===== src/rtl/layer_2_5_mac_sequencer.sv =====
// layer_2_5_mac_sequencer: control front-end for the 5-lane layer_2_5_multiply MAC.
// Collects a group of terms from a valid/ready stream, strobes them into the MAC,
// waits out the MAC pipeline latency and hands the five captured sums downstream.
// Optional build macro LAYER_2_5_SEQ_PERF_EN adds perf_groups / perf_stall counters
// and the perf_clear input; without it those ports do not exist.
//
// Handshake: a transfer happens on a rising edge where valid and ready are both high
// (and reset is low); ready depends only on the FSM state, never on valid, and the
// output side keeps out_valid and out_acc/out_terms stable until out_ready is seen.
module layer_2_5_mac_sequencer #(
  parameter int VECTOR_SIZE     = 8,
  parameter int MULTIPLIER_SIZE = 8,
  parameter int MAX_TERMS       = 16,
  parameter int MAC_LATENCY     = 1,
  parameter int ACC_W           = VECTOR_SIZE + MULTIPLIER_SIZE + 1,
  parameter int CNT_W           = $clog2(MAX_TERMS + 1)
) (
  input  logic                       clk,
  input  logic                       reset,
  input  logic                       in_valid,
  output logic                       in_ready,
  input  logic                       in_last,
  input  logic [VECTOR_SIZE-1:0]     in_vector_1,
  input  logic [VECTOR_SIZE-1:0]     in_vector_2,
  input  logic [VECTOR_SIZE-1:0]     in_vector_3,
  input  logic [VECTOR_SIZE-1:0]     in_vector_4,
  input  logic [VECTOR_SIZE-1:0]     in_vector_5,
  input  logic [MULTIPLIER_SIZE-1:0] in_multiplier,
  output logic [VECTOR_SIZE-1:0]     mac_vector_1,
  output logic [VECTOR_SIZE-1:0]     mac_vector_2,
  output logic [VECTOR_SIZE-1:0]     mac_vector_3,
  output logic [VECTOR_SIZE-1:0]     mac_vector_4,
  output logic [VECTOR_SIZE-1:0]     mac_vector_5,
  output logic [MULTIPLIER_SIZE-1:0] mac_multiplier,
  output logic                       mac_load,
  output logic                       mac_accumulate,
  input  logic [ACC_W-1:0]           mac_acc_1,
  input  logic [ACC_W-1:0]           mac_acc_2,
  input  logic [ACC_W-1:0]           mac_acc_3,
  input  logic [ACC_W-1:0]           mac_acc_4,
  input  logic [ACC_W-1:0]           mac_acc_5,
  output logic                       out_valid,
  input  logic                       out_ready,
  output logic [ACC_W-1:0]           out_acc_1,
  output logic [ACC_W-1:0]           out_acc_2,
  output logic [ACC_W-1:0]           out_acc_3,
  output logic [ACC_W-1:0]           out_acc_4,
  output logic [ACC_W-1:0]           out_acc_5,
  output logic [CNT_W-1:0]           out_terms,
  output logic                       busy,
  output logic                       err_overflow
`ifdef LAYER_2_5_SEQ_PERF_EN
  ,
  input  logic                       perf_clear,
  output logic [15:0]                perf_groups,
  output logic [15:0]                perf_stall
`endif
);

  // Latency counter only needs to reach MAC_LATENCY (at most 7).
  localparam int LAT_W = 3;

  typedef enum logic [1:0] {
    S_IDLE  = 2'd0,
    S_FEED  = 2'd1,
    S_DRAIN = 2'd2,
    S_HOLD  = 2'd3
  } state_t;

  state_t             state_q, state_d;
  logic [CNT_W-1:0]   term_cnt_q;
  logic [LAT_W-1:0]   lat_cnt_q;
  logic               accept;
  logic               at_limit;
  logic               ovf_hit;
  logic               drain_done;

  assign accept     = in_valid & in_ready & ~reset;
  // One more non-last term in FEED would reach MAX_TERMS: close the group there.
  assign at_limit   = (state_q == S_FEED) && (term_cnt_q == CNT_W'(MAX_TERMS - 1));
  assign ovf_hit    = accept & at_limit & ~in_last;
  assign drain_done = (state_q == S_DRAIN) && (lat_cnt_q == LAT_W'(MAC_LATENCY));

  // State register.
  always_ff @(posedge clk) begin
    if (reset) state_q <= S_IDLE;
    else       state_q <= state_d;
  end

  // Next-state logic: group collection, MAC drain, result hold.
  always_comb begin
    state_d = state_q;
    case (state_q)
      S_IDLE:  if (accept) state_d = in_last ? S_DRAIN : S_FEED;
      S_FEED:  if (accept && (in_last || at_limit)) state_d = S_DRAIN;
      S_DRAIN: if (drain_done) state_d = S_HOLD;
      S_HOLD:  if (out_ready) state_d = S_IDLE;
      default: state_d = S_IDLE;
    endcase
  end

  // State-decoded outputs.
  always_comb begin
    in_ready  = (state_q == S_IDLE) || (state_q == S_FEED);
    out_valid = (state_q == S_HOLD);
    busy      = (state_q != S_IDLE);
  end

  // MAC drive registers, term/latency counters, result capture and overflow flag.
  always_ff @(posedge clk) begin
    if (reset) begin
      mac_vector_1   <= '0;
      mac_vector_2   <= '0;
      mac_vector_3   <= '0;
      mac_vector_4   <= '0;
      mac_vector_5   <= '0;
      mac_multiplier <= '0;
      mac_load       <= 1'b0;
      mac_accumulate <= 1'b0;
      term_cnt_q     <= '0;
      lat_cnt_q      <= '0;
      out_acc_1      <= '0;
      out_acc_2      <= '0;
      out_acc_3      <= '0;
      out_acc_4      <= '0;
      out_acc_5      <= '0;
      out_terms      <= '0;
      err_overflow   <= 1'b0;
    end else begin
      mac_load <= accept;
      if (accept) begin
        mac_vector_1   <= in_vector_1;
        mac_vector_2   <= in_vector_2;
        mac_vector_3   <= in_vector_3;
        mac_vector_4   <= in_vector_4;
        mac_vector_5   <= in_vector_5;
        mac_multiplier <= in_multiplier;
        // First term of a group overwrites the MAC sum, later ones add.
        mac_accumulate <= (state_q == S_FEED);
        term_cnt_q     <= (state_q == S_IDLE) ? CNT_W'(1) : term_cnt_q + CNT_W'(1);
      end
      if (state_q == S_DRAIN) lat_cnt_q <= lat_cnt_q + LAT_W'(1);
      else                    lat_cnt_q <= '0;
      if (drain_done) begin
        out_acc_1 <= mac_acc_1;
        out_acc_2 <= mac_acc_2;
        out_acc_3 <= mac_acc_3;
        out_acc_4 <= mac_acc_4;
        out_acc_5 <= mac_acc_5;
        out_terms <= term_cnt_q;
      end
      if (ovf_hit) err_overflow <= 1'b1;
    end
  end

`ifdef LAYER_2_5_SEQ_PERF_EN
  // Saturating counters of delivered groups and back-pressured HOLD cycles.
  always_ff @(posedge clk) begin
    if (reset || perf_clear) begin
      perf_groups <= '0;
      perf_stall  <= '0;
    end else if (state_q == S_HOLD) begin
      if (out_ready && perf_groups != 16'hFFFF) perf_groups <= perf_groups + 16'd1;
      if (!out_ready && perf_stall != 16'hFFFF) perf_stall <= perf_stall + 16'd1;
    end
  end
`endif

endmodule

===== config.mk =====
export PLATFORM = sky130hd
export DESIGN_NAME = layer_2_5_mac_sequencer
export DESIGN_NICKNAME = d
export VERILOG_FILES = /design/src/rtl/layer_2_5_mac_sequencer.sv
export SDC_FILE = /design/constraint.sdc
export NUM_CORES = 1
export LEC_CHECK = 0
export BUFFER_PORTS_ARGS = -buffer_cell sky130_fd_sc_hd__buf_2
export CAP_MARGIN = 20
export CORE_MARGIN = 2
export CORE_UTILIZATION = 41
export CTS_CLUSTER_SIZE = 40
export DETAILED_ROUTE_END_ITERATION = 6
export GPL_TIMING_DRIVEN = 0
export PLACE_DENSITY = 0.75
export SYNTH_ARGS = -nofsm -noshare
export SYNTH_HDL_FRONTEND = slang
export SYNTH_SLANG_ARGS = --single-unit

===== constraint.sdc =====
create_clock -name clk -period 1.4 [get_ports clk]
set_input_delay 0.21 -clock clk [delete_from_list [all_inputs] [get_ports clk]]
set_output_delay 0.21 -clock clk [all_outputs]
set_load 0.05 [all_outputs]

==> results by group <==
Timing
  – Final Setup Violations: 143
  – Final period util: 116%
  – Setup ws final: -217 ps
  – Final hold slack: 27.0 ps
  – Final hold violation count: 0
  – Setup TNS: -19510 ps
  – Worst slew margin: a little under 50%
  – Final count of pins violating max slew: 0
  – Min Tclk post-route: 1620 ps
  – Fmax: between 0.6 and 0.7 GHz
  – Worst-case clock skew: 8.20 ps
  – RSZ-0062 raised after global routing: true
  – Slew @ Worst Pin: 771 ps

Clock network
  – Worst skew pair latency: 420 ps
  – Depth of the CTS H-tree: 4
  – CTS max path bufs: 2
  – CTS tree: built
  – Clk slew on worst S/H paths: 60 ps
  – Clk sinks: 151
  – CTS buffer count: 17
  – CTS Root Cell: clkbuf_16

GRT
  – Vias in the first global route: ~5600
  – Largest net degree at the start of global routing: 17
  – First-pass GRT wire length: 26.3 mm
  – Grt ovf: 0
  – Antenna violations before repair: 0
  – GRT Total Usage: 22.8%

Logic synthesis
  – Synth Cell Area: 5580 um^2
  – Mapped Nets: 823
  – Top cells by count, synth: 278 x nand2_1, 151 x dfxtp_1, 101 x a21oi_1
  – Async set-reset flop share out of synthesis: 0%
  – Synthesis-stage register bit count: 151
  – Area contributors post-synth: dfxtp_1 54%, nand2_1 19%, a21oi_1 9.1%
  – Syn Inst Count: 677
  – Syn_area_per_cell: between 8 and 9 um^2
  – Top FF cell, synth: dfxtp_1
  – Sequential element share of the synthesized area: 54.2%
  – Synth warn: 0
  – Area leader, netlist: dfxtp_1
  – Post-synth EDFFs: 0
  – Synth top area share: a little over half
  – Most common cell in the synthesized netlist: nand2_1
  – Yosys cell types: 31

Floorplan
  – Starting density of the core: a little over two fifths
  – # IOs: roughly 280
  – Horiz. Die Dim: ~120 um
  – Die ar.: 14600 um^2
  – Die Ht: 121 um
  – Core ar.: about 13000 um^2
  – Site row count: 42

Status
  – Status: complete, but fails checks
  – Failing checks: setup timing

Worst setup path
  – Required time worst endpoint: 1190 ps
  – Critical path's slowest cell: dfxtp_4
  – Reg-to-reg startpoint: state_q[0]$_SDFFE_PP0P_
  – Worst Path Buf+Inv: 2
  – Reg2Reg Setup Slack: -210 ps
  – Worst setup startpoint: state_q[0]$_SDFFE_PP0P_
  – Worst setup EP type: primary output
  – CP max stage delay: 380 ps
  – Crit path DAT: 1410 ps
  – Crit-path cells: inv_4 -> ha_4 -> or2_4 -> buf_8
  – CP Launch Type: flop
  – Critical path peak fanout: 3
  – Top delay family on crit path: flip-flops
  – Crit Path Class: reg -> out

Route
  – Final ANT Viol Nets: 0
  – Via Count: 6250
  – Wirelength per Cell: roughly 17 um
  – Drt first-iter violations: 305
  – DRT Wirelength: 21.9 mm
  – Post-route DRC: 0
  – Initial DRT Pass Iterations: 4
  – Vias/cell: about 5

Finish
  – Layout cells sized above 1: 59.6%
  – Multi-input gate area: 3560 um^2
  – P&R area growth vs syn: 88.7%
  – Fin cells: 1249
  – Nets: 1208
  – Layout fillers: 748
  – Number of inserted diodes: 0
  – Reg area: 3040 um^2

Worst hold path
  – HP Class: in -> reg
  – Worst Min Path Start: in_vector_2[1]

Job
  – Max_cap viols: 0

Place
  – Routability Congestion: 0.800
  – PortBufs: about 280
  – Dpl hpwl: 11.7 mm
  – Dpl cells: 1132
  – DP Worst Slack: -337 ps

Pwr
  – Leak: 4.69 nW
  – VDD IR-drop max: 1110 uV
  – Power Density: 1460 nW/um^2
[routing by layer]
| metal | global-route usage, % | vias up | part of all wire, % | wire, um |
|---|---|---|---|---|
| met3 | 7.36 | 60 | 7.1 | 1560 |
| met1 | 25.7 | 2945 | 38 | 8330 |
| met5 | 0 | - | 0 | 0 |
| met4 | 10.5 | 0 | 3.3 | 712 |
| li1 | - | 2966 | - | - |
| met2 | 39.1 | 279 | 51 | 11200 |
[metrics by stage]
step	cell area (um^2)	power [mW]	util, %
after floorplan	5670	7.65	-
after global placement	7280	8.58	55.0
after detailed placement	7280	8.60	55.0
after CTS	8480	13.6	64.0
after global routing	10500	16.0	79.5
final	10500	15.4	79.5
[cell type report]
type	count	area share, %
timing repair buffer	367	24.7
clock buffer	23	4.54
multi-input combinational	470	33.8
sequential	151	28.9
tap	176	2.09
clock inverter	7	1.14
inverter	8	0.392
buffer	47	4.43
[state kept, by name, indices dropped and copies added (netlist names), 5 cells and up]
signal	count
mac_multiplier	8
mac_vector_1	8
mac_vector_2	8
mac_vector_3	8
mac_vector_4	8
mac_vector_5	8
out_acc_1	17
out_acc_2	17
out_acc_3	17
out_acc_4	17
out_acc_5	17
out_terms	5
term_cnt_q	5
[path summary, 6_finish.rpt]
path,end,cells past startpoint
setup / recovery,in_ready,4
hold reg to reg,lat_cnt_q[0]$_SDFF_PP0_,1
setup reg to reg,mac_vector_3[0]$_SDFFE_PP0P_,9
hold / removal,mac_vector_2[1]$_SDFFE_PP0P_,3
[power breakdown]
group | total, mW | switching (mW) | internal (mW)
sequential | 5.01 | 0.302 | 4.71
combinational | 5.74 | 3.33 | 2.40
clock | 4.67 | 1.74 | 2.93
total | 15.4 | 5.37 | 10.0
[cell families after synthesis]
logic type / count (synthesis) / synth area share [%]
buf+inv: 56 / 5.74
fa+ha+maj: 8 / 1.79
simple gates: 348 / 27.2
flops: 151 / 54.2
compound gates: 113 / 10.9
xor+xnor: 1 / 0.157
[timing repair]
action / CTS / global route
gates resized for setup: 23 / 412
cloned: 0 / 18
pin swaps: 5 / 231
hold buffers: 47 / 0
endpoints found under the setup margin: 146 / 147
hold endpoints to repair: 47 / 0
buffers inserted: 6 / 17
[worst register-to-register path: stages (launching register included)]
cell and delay, ps:
dfxtp_4 380, inv_4 50, ha_4 180, buf_12 130, o21ai_4 210, buf_6 160
buf_6 100, clkbuf_16 120, nand3b_1 100, nand2_1 120
[cell usage in the layout, fill, tap and decap left out, types with 2 or more instances in the layout]
cell	instances
buf_12	14
clkinvlp_4	2
nand2_2	40
clkbuf_1	18
dfxtp_4	4
nor2_4	2
bufinv_16	3
clkinv_4	2
nand3b_1	49
buf_4	14
a311oi_1	2
nand2_1	136
inv_1	3
buf_2	281
nor2_2	2
inv_4	3
nand2b_1	2
clkbuf_8	3
nand2_4	102
buf_6	15
dlygate4sd3_1	47
buf_8	10
ha_4	6
nor2_1	8
a21oi_2	90
a21oi_1	11
o21ai_0	2
clkbuf_16	34
or2_4	2
dfxtp_1	146
Note: power is estimated with default switching activity, not from simulation.
